===== src/rtl/led_cube_layer_scanner_if.sv =====
// Command/display bundle for the LED cube layer scanner.
// LED_CUBE_BRIGHTNESS_EN adds the brightness input.
interface led_cube_layer_scanner_if #(
  parameter int N_LAYERS = 4,
  parameter int N_COLS   = 16
);
  localparam int LW = $clog2(N_LAYERS);

  logic              wr_en;
  logic [LW-1:0]     wr_layer;
  logic [N_COLS-1:0] wr_data;
  logic              commit;
  logic [N_COLS-1:0] col_out;
  logic [N_LAYERS-1:0] layer_out;
  logic              swap_pending;
  logic              frame_done;
`ifdef LED_CUBE_BRIGHTNESS_EN
  logic [3:0]        brightness;
`endif

  modport master (
    output wr_en, wr_layer, wr_data, commit,
    input  col_out, layer_out, swap_pending, frame_done
`ifdef LED_CUBE_BRIGHTNESS_EN
    , output brightness
`endif
  );

  modport slave (
    input  wr_en, wr_layer, wr_data, commit,
    output col_out, layer_out, swap_pending, frame_done
`ifdef LED_CUBE_BRIGHTNESS_EN
    , input brightness
`endif
  );
endinterface


===== src/rtl/led_cube_layer_scanner.sv =====
// Double-buffered LED cube layer scanner: blank/drive time multiplexing with tear-free swap.
// LED_CUBE_BRIGHTNESS_EN adds per-dwell column duty control via bus.brightness.
module led_cube_layer_scanner #(
  parameter int N_LAYERS     = 4,
  parameter int N_COLS       = 16,
  parameter int DWELL_CYCLES = 12500,
  parameter int BLANK_CYCLES = 50
) (
  input  logic                     clk,
  input  logic                     reset,
  led_cube_layer_scanner_if.slave  bus
);
  localparam int LW    = $clog2(N_LAYERS);
  localparam int MAXC  = (DWELL_CYCLES > BLANK_CYCLES) ? DWELL_CYCLES : BLANK_CYCLES;
  localparam int CW    = $clog2(MAXC + 1);

  typedef enum logic {S_BLANK, S_DRIVE} state_t;

  state_t              state_q, state_d;
  logic [LW-1:0]       idx_q, idx_d;
  logic [CW-1:0]       cnt_q, cnt_d;
  logic [N_COLS-1:0]   col_q, col_d;
  logic [N_LAYERS-1:0] layer_q, layer_d;
  logic                front_sel_q;
  logic                pend_q;
  logic                boundary;
  logic                wr_ok;
  logic [N_COLS-1:0]   front_row;

  logic [N_COLS-1:0] buf0 [N_LAYERS];
  logic [N_COLS-1:0] buf1 [N_LAYERS];

`ifdef LED_CUBE_BRIGHTNESS_EN
  logic [N_COLS-1:0] pat_q, pat_d;
  logic [CW-1:0]     limit_q, limit_d, limit_now;
  assign limit_now = CW'(((32'(bus.brightness) + 32'd1) * 32'(DWELL_CYCLES)) >> 4);
`endif

  // Non-power-of-two layer counts leave unused wr_layer codes that must be dropped.
  if ((1 << LW) == N_LAYERS) begin : g_pow2
    assign wr_ok = 1'b1;
  end else begin : g_npow2
    assign wr_ok = 32'(bus.wr_layer) < N_LAYERS;
  end

  assign front_row = front_sel_q ? buf1[idx_q] : buf0[idx_q];

  always_comb begin
    state_d  = state_q;
    idx_d    = idx_q;
    cnt_d    = cnt_q + CW'(1);
    col_d    = '0;
    layer_d  = '0;
    boundary = 1'b0;
`ifdef LED_CUBE_BRIGHTNESS_EN
    pat_d    = pat_q;
    limit_d  = limit_q;
`endif
    case (state_q)
      S_BLANK: begin
        if (cnt_q == CW'(BLANK_CYCLES - 1)) begin
          state_d = S_DRIVE;
          cnt_d   = '0;
          layer_d = N_LAYERS'(1) << idx_q;
`ifdef LED_CUBE_BRIGHTNESS_EN
          pat_d   = front_row;
          limit_d = limit_now;
          col_d   = (limit_now != '0) ? front_row : '0;
`else
          col_d   = front_row;
`endif
        end
      end
      S_DRIVE: begin
        layer_d = layer_q;
`ifdef LED_CUBE_BRIGHTNESS_EN
        col_d   = (cnt_d < limit_q) ? pat_q : '0;
`else
        col_d   = col_q;
`endif
        if (cnt_q == CW'(DWELL_CYCLES - 1)) begin
          state_d  = S_BLANK;
          cnt_d    = '0;
          layer_d  = '0;
          col_d    = '0;
          boundary = (idx_q == LW'(N_LAYERS - 1));
          idx_d    = boundary ? '0 : idx_q + LW'(1);
        end
      end
      default: state_d = S_BLANK;
    endcase
  end

  always_ff @(posedge clk) begin
    if (reset) begin
      state_q <= S_BLANK;
      idx_q   <= '0;
      cnt_q   <= '0;
      col_q   <= '0;
      layer_q <= '0;
`ifdef LED_CUBE_BRIGHTNESS_EN
      pat_q   <= '0;
      limit_q <= '0;
`endif
    end else begin
      state_q <= state_d;
      idx_q   <= idx_d;
      cnt_q   <= cnt_d;
      col_q   <= col_d;
      layer_q <= layer_d;
`ifdef LED_CUBE_BRIGHTNESS_EN
      pat_q   <= pat_d;
      limit_q <= limit_d;
`endif
    end
  end

  // A commit on the boundary cycle swaps immediately without ever raising pending.
  always_ff @(posedge clk) begin
    if (reset) begin
      front_sel_q <= 1'b0;
      pend_q      <= 1'b0;
    end else if (boundary) begin
      if (pend_q || bus.commit) front_sel_q <= ~front_sel_q;
      pend_q <= 1'b0;
    end else if (bus.commit) begin
      pend_q <= 1'b1;
    end
  end

  // Writes use the pre-edge front_sel, so a write on the swap edge joins the new front.
  always_ff @(posedge clk) begin
    if (reset) begin
      for (int unsigned i = 0; i < N_LAYERS; i++) begin
        buf0[i] <= '0;
        buf1[i] <= '0;
      end
    end else if (bus.wr_en && wr_ok) begin
      if (front_sel_q) buf0[bus.wr_layer] <= bus.wr_data;
      else             buf1[bus.wr_layer] <= bus.wr_data;
    end
  end

  assign bus.col_out      = col_q;
  assign bus.layer_out    = layer_q;
  assign bus.swap_pending = pend_q;
  assign bus.frame_done   = boundary;
endmodule


===== src/flat_wrapper.sv =====
// flat-port wrapper written by rule: the top's interface ports become plain ports
module led_cube_layer_scanner_flat 
#(
  parameter int N_LAYERS     = 4,
  parameter int N_COLS       = 16,
  parameter int DWELL_CYCLES = 12500,
  parameter int BLANK_CYCLES = 50
)
  (clk, reset, bus_wr_en, bus_wr_layer, bus_wr_data, bus_commit, bus_col_out, bus_layer_out, bus_swap_pending, bus_frame_done);
  led_cube_layer_scanner_if #(.N_LAYERS(N_LAYERS), .N_COLS(N_COLS)) bus_i ();
  input  logic clk;
  input  logic reset;
  input wire logic [$bits(bus_i.wr_en)-1:0] bus_wr_en;
  input wire logic [$bits(bus_i.wr_layer)-1:0] bus_wr_layer;
  input wire logic [$bits(bus_i.wr_data)-1:0] bus_wr_data;
  input wire logic [$bits(bus_i.commit)-1:0] bus_commit;
  output wire logic [$bits(bus_i.col_out)-1:0] bus_col_out;
  output wire logic [$bits(bus_i.layer_out)-1:0] bus_layer_out;
  output wire logic [$bits(bus_i.swap_pending)-1:0] bus_swap_pending;
  output wire logic [$bits(bus_i.frame_done)-1:0] bus_frame_done;
  assign bus_i.wr_en = bus_wr_en;
  assign bus_i.wr_layer = bus_wr_layer;
  assign bus_i.wr_data = bus_wr_data;
  assign bus_i.commit = bus_commit;
  assign bus_col_out = bus_i.col_out;
  assign bus_layer_out = bus_i.layer_out;
  assign bus_swap_pending = bus_i.swap_pending;
  assign bus_frame_done = bus_i.frame_done;
  led_cube_layer_scanner #(.N_LAYERS(N_LAYERS), .N_COLS(N_COLS), .DWELL_CYCLES(DWELL_CYCLES), .BLANK_CYCLES(BLANK_CYCLES)) u_core (.clk(clk), .reset(reset), .bus(bus_i));
endmodule

===== config.mk =====
export PLATFORM = sky130hd
export DESIGN_NAME = led_cube_layer_scanner_flat
export DESIGN_NICKNAME = d
export VERILOG_FILES = /design/src/rtl/led_cube_layer_scanner_if.sv /design/src/rtl/led_cube_layer_scanner.sv /design/src/flat_wrapper.sv
export SDC_FILE = /design/constraint.sdc
export NUM_CORES = 1
export LEC_CHECK = 0
export ABC_AREA = 1
export CORE_ASPECT_RATIO = 1.75
export CORE_MARGIN = 2
export CORE_UTILIZATION = 32
export CTS_CLUSTER_SIZE = 25
export DETAILED_ROUTE_END_ITERATION = 16
export SYNTH_ARGS = -nofsm -noshare
export SYNTH_HDL_FRONTEND = slang
export SYNTH_SLANG_ARGS = --single-unit

===== constraint.sdc =====
create_clock -name clk -period 4.5 [get_ports clk]
set_input_delay 0.9 -clock clk [delete_from_list [all_inputs] [get_ports clk]]
set_output_delay 0.9 -clock clk [all_outputs]
set_load 0.02 [all_outputs]

# Word-level counts from Yosys, hierarchy flattened
# Memory sizes are Yosys's and may differ from the RTL's. A register that Yosys moved wholly into a read port is not among the register bits.
# Index checks and enable logic that the tools add are counted.
[totals]
mem_bits_rw = 128
in_bits = 22
register_bits = 39
elab_cells = 60
mem_count = 2
[memory_table]
columns = ["name", "depth", "word_bits", "rd", "rd_clocked_by_memory_dff", "wr", "line_no", "rtl"]
rows = [
  ["u_core.buf0", 4, 16, 1, 1, 4, "led_cube_layer_scanner.sv:30", "logic [N_COLS-1:0] buf0 [N_LAYERS];"],
  ["u_core.buf1", 4, 16, 1, 1, 4, "led_cube_layer_scanner.sv:31", "logic [N_COLS-1:0] buf1 [N_LAYERS];"],
]
[op_classes]
n_bitwise = 2
eq_ne = 4
n_shift = 1
mux = 36
addsub = 2
reduce_logical = 6
[ops]
columns = ["cell", "count"]
rows = [
  ["16-bit 2-to-1 mux", 5],
  ["16-bit case mux with 2 select lines", 1],
  ["16-bit OR reduction", 2],
  ["14-bit 2-to-1 mux", 2],
  ["14-bit case mux with 2 select lines", 1],
  ["1-bit 2-to-1 mux", 16],
  ["14-bit by 1-bit adder with 14-bit output (second input constant)", 1],
  ["14-bit equality test (second input constant)", 1],
  ["14-bit by 6-bit equality test with 1-bit output (second input constant)", 1],
  ["2-bit 2-to-1 mux", 7],
  ["4-bit 2-to-1 mux", 2],
  ["4-bit case mux with 2 select lines", 1],
  ["2-bit AND reduction", 2],
  ["1-bit by 2-bit << shifter with 4-bit output (first input constant)", 1],
  ["2-bit by 1-bit adder with 2-bit output (second input constant)", 1],
  ["2-bit equality test (second input constant)", 1],
  ["2-bit inequality test (second input constant)", 1],
  ["1-bit NOT", 2],
  ["1-bit case mux with 2 select lines", 1],
  ["2-bit OR reduction", 1],
  ["1-bit logical OR", 1],
]

# Depth between registers and ports, before layout
[depth]
word_depth = 6
mapped_depth = 10
depth_no_buf = 10

# Worst setup path before layout
# OpenSTA, ideal clock, no wires.
[synth_path]
kind = "input to register"
startpoint = "input bus_wr_layer[0]"
endpoint = "memory u_core.buf0[2][0], enable pin"
setup_time_ns = 0.411
arrival_time_ns = 2.364
stages = 3
setup_slack_ns = 1.725
cell_sequence = "inv_1 nand2_2 o21ai_0"
[synth_rtl]
columns = ["element", "line_no", "rtl"]
rows = [
  ["start, declared", "flat_wrapper.sv:14", "input wire logic [$bits(bus_i.wr_layer)-1:0] bus_wr_layer;"],
  ["end, declared", "led_cube_layer_scanner.sv:30", ""],
]

# Final worst setup path
[layout_path]
startpoint = "register u_core.cnt_q[0]"
endpoint = "output bus_frame_done"
[layout_via]
elab_chain_len = 3
[layout_rtl]
columns = ["element", "line_no", "rtl"]
rows = [
  ["start, declared", "led_cube_layer_scanner.sv:21", "logic [CW-1:0] cnt_q, cnt_d;"],
  ["start signal, assigned", "led_cube_layer_scanner.sv:108", "cnt_q <= cnt_d;"],
  ["14-bit equality test", "led_cube_layer_scanner.sv:81", "if (cnt_q == CW'(DWELL_CYCLES - 1)) begin"],
  ["1-bit 2-to-1 mux", "led_cube_layer_scanner.sv:81", ""],
  ["1-bit 2-to-1 mux", "led_cube_layer_scanner.sv:59", "case (state_q)"],
  ["end, declared", "flat_wrapper.sv:20", "output wire logic [$bits(bus_i.frame_done)-1:0] bus_frame_done;"],
]
# Every way passes these cells.

==> summary.md <==
| Metric | Value |
|---|---|
| Status | `finished, final reports clean` |
| Hold Violations, Final | `0` |
| Worst-Margin Slew | `~1100 ps` |
| Mapped Area | `between 7000 and 8000 um2` |
| Share of synthesized area spent on multiplexers | `0%` |
| DP Wirelength | `13000 um` |
| Critical-path top delay cell | `clkdlybuf4s50_1` |
| Crit path kind | `flip-flop to primary output` |
| CTS H-tree depth | `4` |
| Vias after detailed routing | `around 5500` |
| Cell taking the most area after synthesis | `edfxtp_1` |
| Count leader, synth | `nor2_1` |
| Starting density of the core | `between 30 and 40%` |
| Mapped Cells | `between 700 and 800` |
| Final setup skew | `13.0 ps` |
| Layout cells sized above 1 | `around 9.0%` |
| Register area share after synthesis | `61.7%` |
| Die ar. | `between 20000 and 25000 um2` |
| Initial DRC Count | `around 400` |
| Largest net degree at the start of global routing | `65` |
| Clock sinks | `about 170` |
| Highest clock rate | `about 320 MHz` |
| FP Rows | `74` |
| CTS Buf Count | `17` |
| Setup Buffers After CTS | `0` |
| Most frequent cells after synthesis | `nor2_1 (245), edfxtp_1 (128), nand3_1 (74), o21ai_0 (66), dfxtp_1 (41)` |
| Mean Syn Cell Area | `9.70 um2` |
| Post-synthesis async set-or-reset flop share | `0%` |
| Design area | `just under 9000 um2` |
| Worst Setup Start Kind | `flip-flop` |
| Post-cts sizing count | `0` |
| Post-Synth XOR/XNOR Area | `less than 1%` |
| Leak | `3.13 nW` |
| Worst-path clk slew | `roughly 70 ps` |
| Post-DP Area | `between 8000 and 9000 um2` |
| RePlAce Congestion | `slightly above 0.8` |
| Final setup TNS | `0 ps` |
| Die extent in y | `~210 um` |
| Synthesis-stage register bit count | `169` |
| Hold WC Path Type | `flip-flop to flip-flop` |
| Pwr/cell area | `around 380 nW/um2` |
| Adder-cell share of the synthesized area | `0.992%` |
| Max Fanout on Critical Path | `6` |
| Worst EP required | `between 3000 and 4000 ps` |
| Wire length per cell | `roughly 17 um` |
| Crit-path cells | `ha_1 -> nand2_1 -> inv_1 -> nand2_1 -> nor2_4 -> nand3_4 -> nor2_4 -> clkdlybuf4s50_1` |
| CTS tree | `done` |
| Routed wire length | `~19000 um` |
| Arrival time worst endpoint | `2200 ps` |
| First-pass iteration count of the detailed router | `5` |
| Clk_lat worst skew | `approximately 430 ps` |
| Largest family of logic cells by synthesized area | `simple AND/OR/NAND/NOR gates` |
| Gr ovfl total | `0` |
| Clock Path Buffers | `2` |
| Ys flop type | `edfxtp_1` |
| RSZ-0062 raised after global routing | `no` |
| Count of pins over their slew limit | `0` |
| Post-synthesis cell type count | `31` |
| Root Driver | `clkbuf_16` |
| Syn Nets | `between 800 and 900` |
| Final Cycle Share | `a little under 70%` |
| N_diodes | `0` |
| Hold Buf Count CTS | `0` |
| Slew Limit Headroom | `approximately 27%` |
| Area share of the largest cell type after synthesis | `between 50% and 60%` |
| Core Area | `~23000 um2` |
| Top cells by area, synth | `edfxtp_1 (51%), nor2_1 (12%), dfxtp_1 (11%)` |
| Layout area overhead | `15.8%` |
| Delay of the slowest critical-path stage | `620 ps` |
| Fillers | `2342` |
| Final setup fails | `0` |
| CP endpoint kind | `primary output` |
| Residual DRC count | `0` |
| Simple logic cell fraction of the synthesized area | `between 20% and 30%` |
| Worst VDD drop | `about 0.00028 V` |
| Initial antenna violation count | `0` |
| Vias in the first global route | `approximately 5600` |
| Via density | `between 4 and 5` |
| Final nets | `834` |
| Routed Antenna Nets | `0` |
| Tmin final | `about 3100 ps` |
| Ys Warns | `0` |
| Global Route Usage Sum | `between 15 and 20%` |
| DIE WIDTH | `between 100 and 150 um` |
| Global-route wire length before repair | `about 30000 um` |
| IO Port Bufs | `43` |
| Top Ports | `44` |
| Max Cap Violations | `0` |
| Number of synthesized flops with an enable pin | `~130` |
| Synth Area in Compound Gates | `6.63%` |
==> through the flow <==
step | power [mW] | setup slack [ps] | utilization (%) | hold WS (ps) | std cells
finish | 3.32 | 1400 | 37.6 | 469 | 1123
global route | 3.42 | 1260 | 37.6 | 512 | 1123
CTS | 3.33 | 1370 | 37.6 | 471 | 1123
detailed placement | 1.94 | 1200 | 35.1 | 455 | 1091
global placement | 1.93 | 1260 | 35.1 | 453 | 1091
floorplan | 1.86 | 1720 | - | 433 | 780
==> state kept, by name, summed over array words and instances (netlist names), named ones only <==
name                     cells
u_core.buf1                 64
u_core.cnt_q                14
u_core.front_sel_q           1
u_core.bus.layer_out         4
u_core.buf0                 64
u_core.state_q               1
u_core.bus.swap_pending      1
u_core.idx_q                 2
u_core.bus.col_out          16
==> kinds of logic (layout without fill, tap and decap cells) <==
kind of cell	Yosys count	after routing
AND/OR/NAND/NOR	418	418
AO/OA/AOI/OAI	99	99
buffers and inverters	84	123
XOR/XNOR	4	4
flip-flops	169	169
adder cells (fa/ha/maj)	6	6
==> power breakdown <==
group / switching (mW) / leakage, nW / internal [mW]
logic: 0.109 / 1.21 / 0.0410
registers: 0.0165 / 1.63 / 1.73
clock network: 0.601 / 0.290 / 0.816
==> layout make-up <==
class / count / area (um2) / share of cell area [%]
repair buffers: 53 / 505 / 5.77
clock buffers: 23 / 520 / 5.94
multi-input cells: 527 / 2490 / 28.4
inverters: 38 / 144 / 1.64
flip-flops and latches: 169 / 4670 / 53.2
clock inverters: 9 / 58.8 / 0.671
well taps: 304 / 380 / 4.34
==> placed cells by master, fill, tap and decap left out, types with 5 or more instances in the layout <==
cell type and count:
inv_2 5, nand2_4 5, clkbuf_16 19, clkinv_2 6
a21oi_1 26, o21ai_0 62, nor2_1 245, clkdlybuf4s50_1 43
ha_1 6, o21ai_1 8, nor3_1 39, inv_1 32
dfxtp_1 40, nor2_2 10, buf_4 10, nand3_1 74
nand2_1 28, edfxtp_1 128
==> final timing paths <==
kind | slack, ps | end | from | cells after the start
max | 1400 | bus_frame_done | u_core.cnt_q[0] | 8
min | 470 | u_core.cnt_q[0] | u_core.cnt_q[0] | 1
min reg2reg | 470 | u_core.cnt_q[0] | u_core.cnt_q[0] | 1
max reg2reg | 2020 | u_core.buf1[1][14] | u_core.front_sel_q | 7
==> layer usage <==
layer / GRT usage [%] / routed length (um) / share of wire, % / vias to the layer above
li1: - / - / - / 2692
met1: 16.1 / 6860 / 37 / 2607
met2: 30.1 / 10500 / 56 / 138
met3: 2.58 / 701 / 3.8 / 35
met4: 7.22 / 597 / 3.2 / 0
met5: 0 / 0 / 0 / -
==> critical path: cells and delay by family, from the launching register on <==
kind	cells	cell delay, ps
buffers and inverters	2	670
flip-flops	1	380
AND/OR/NAND/NOR	5	520
adder cells (fa/ha/maj)	1	200
(Power assumes the default switching activity.)
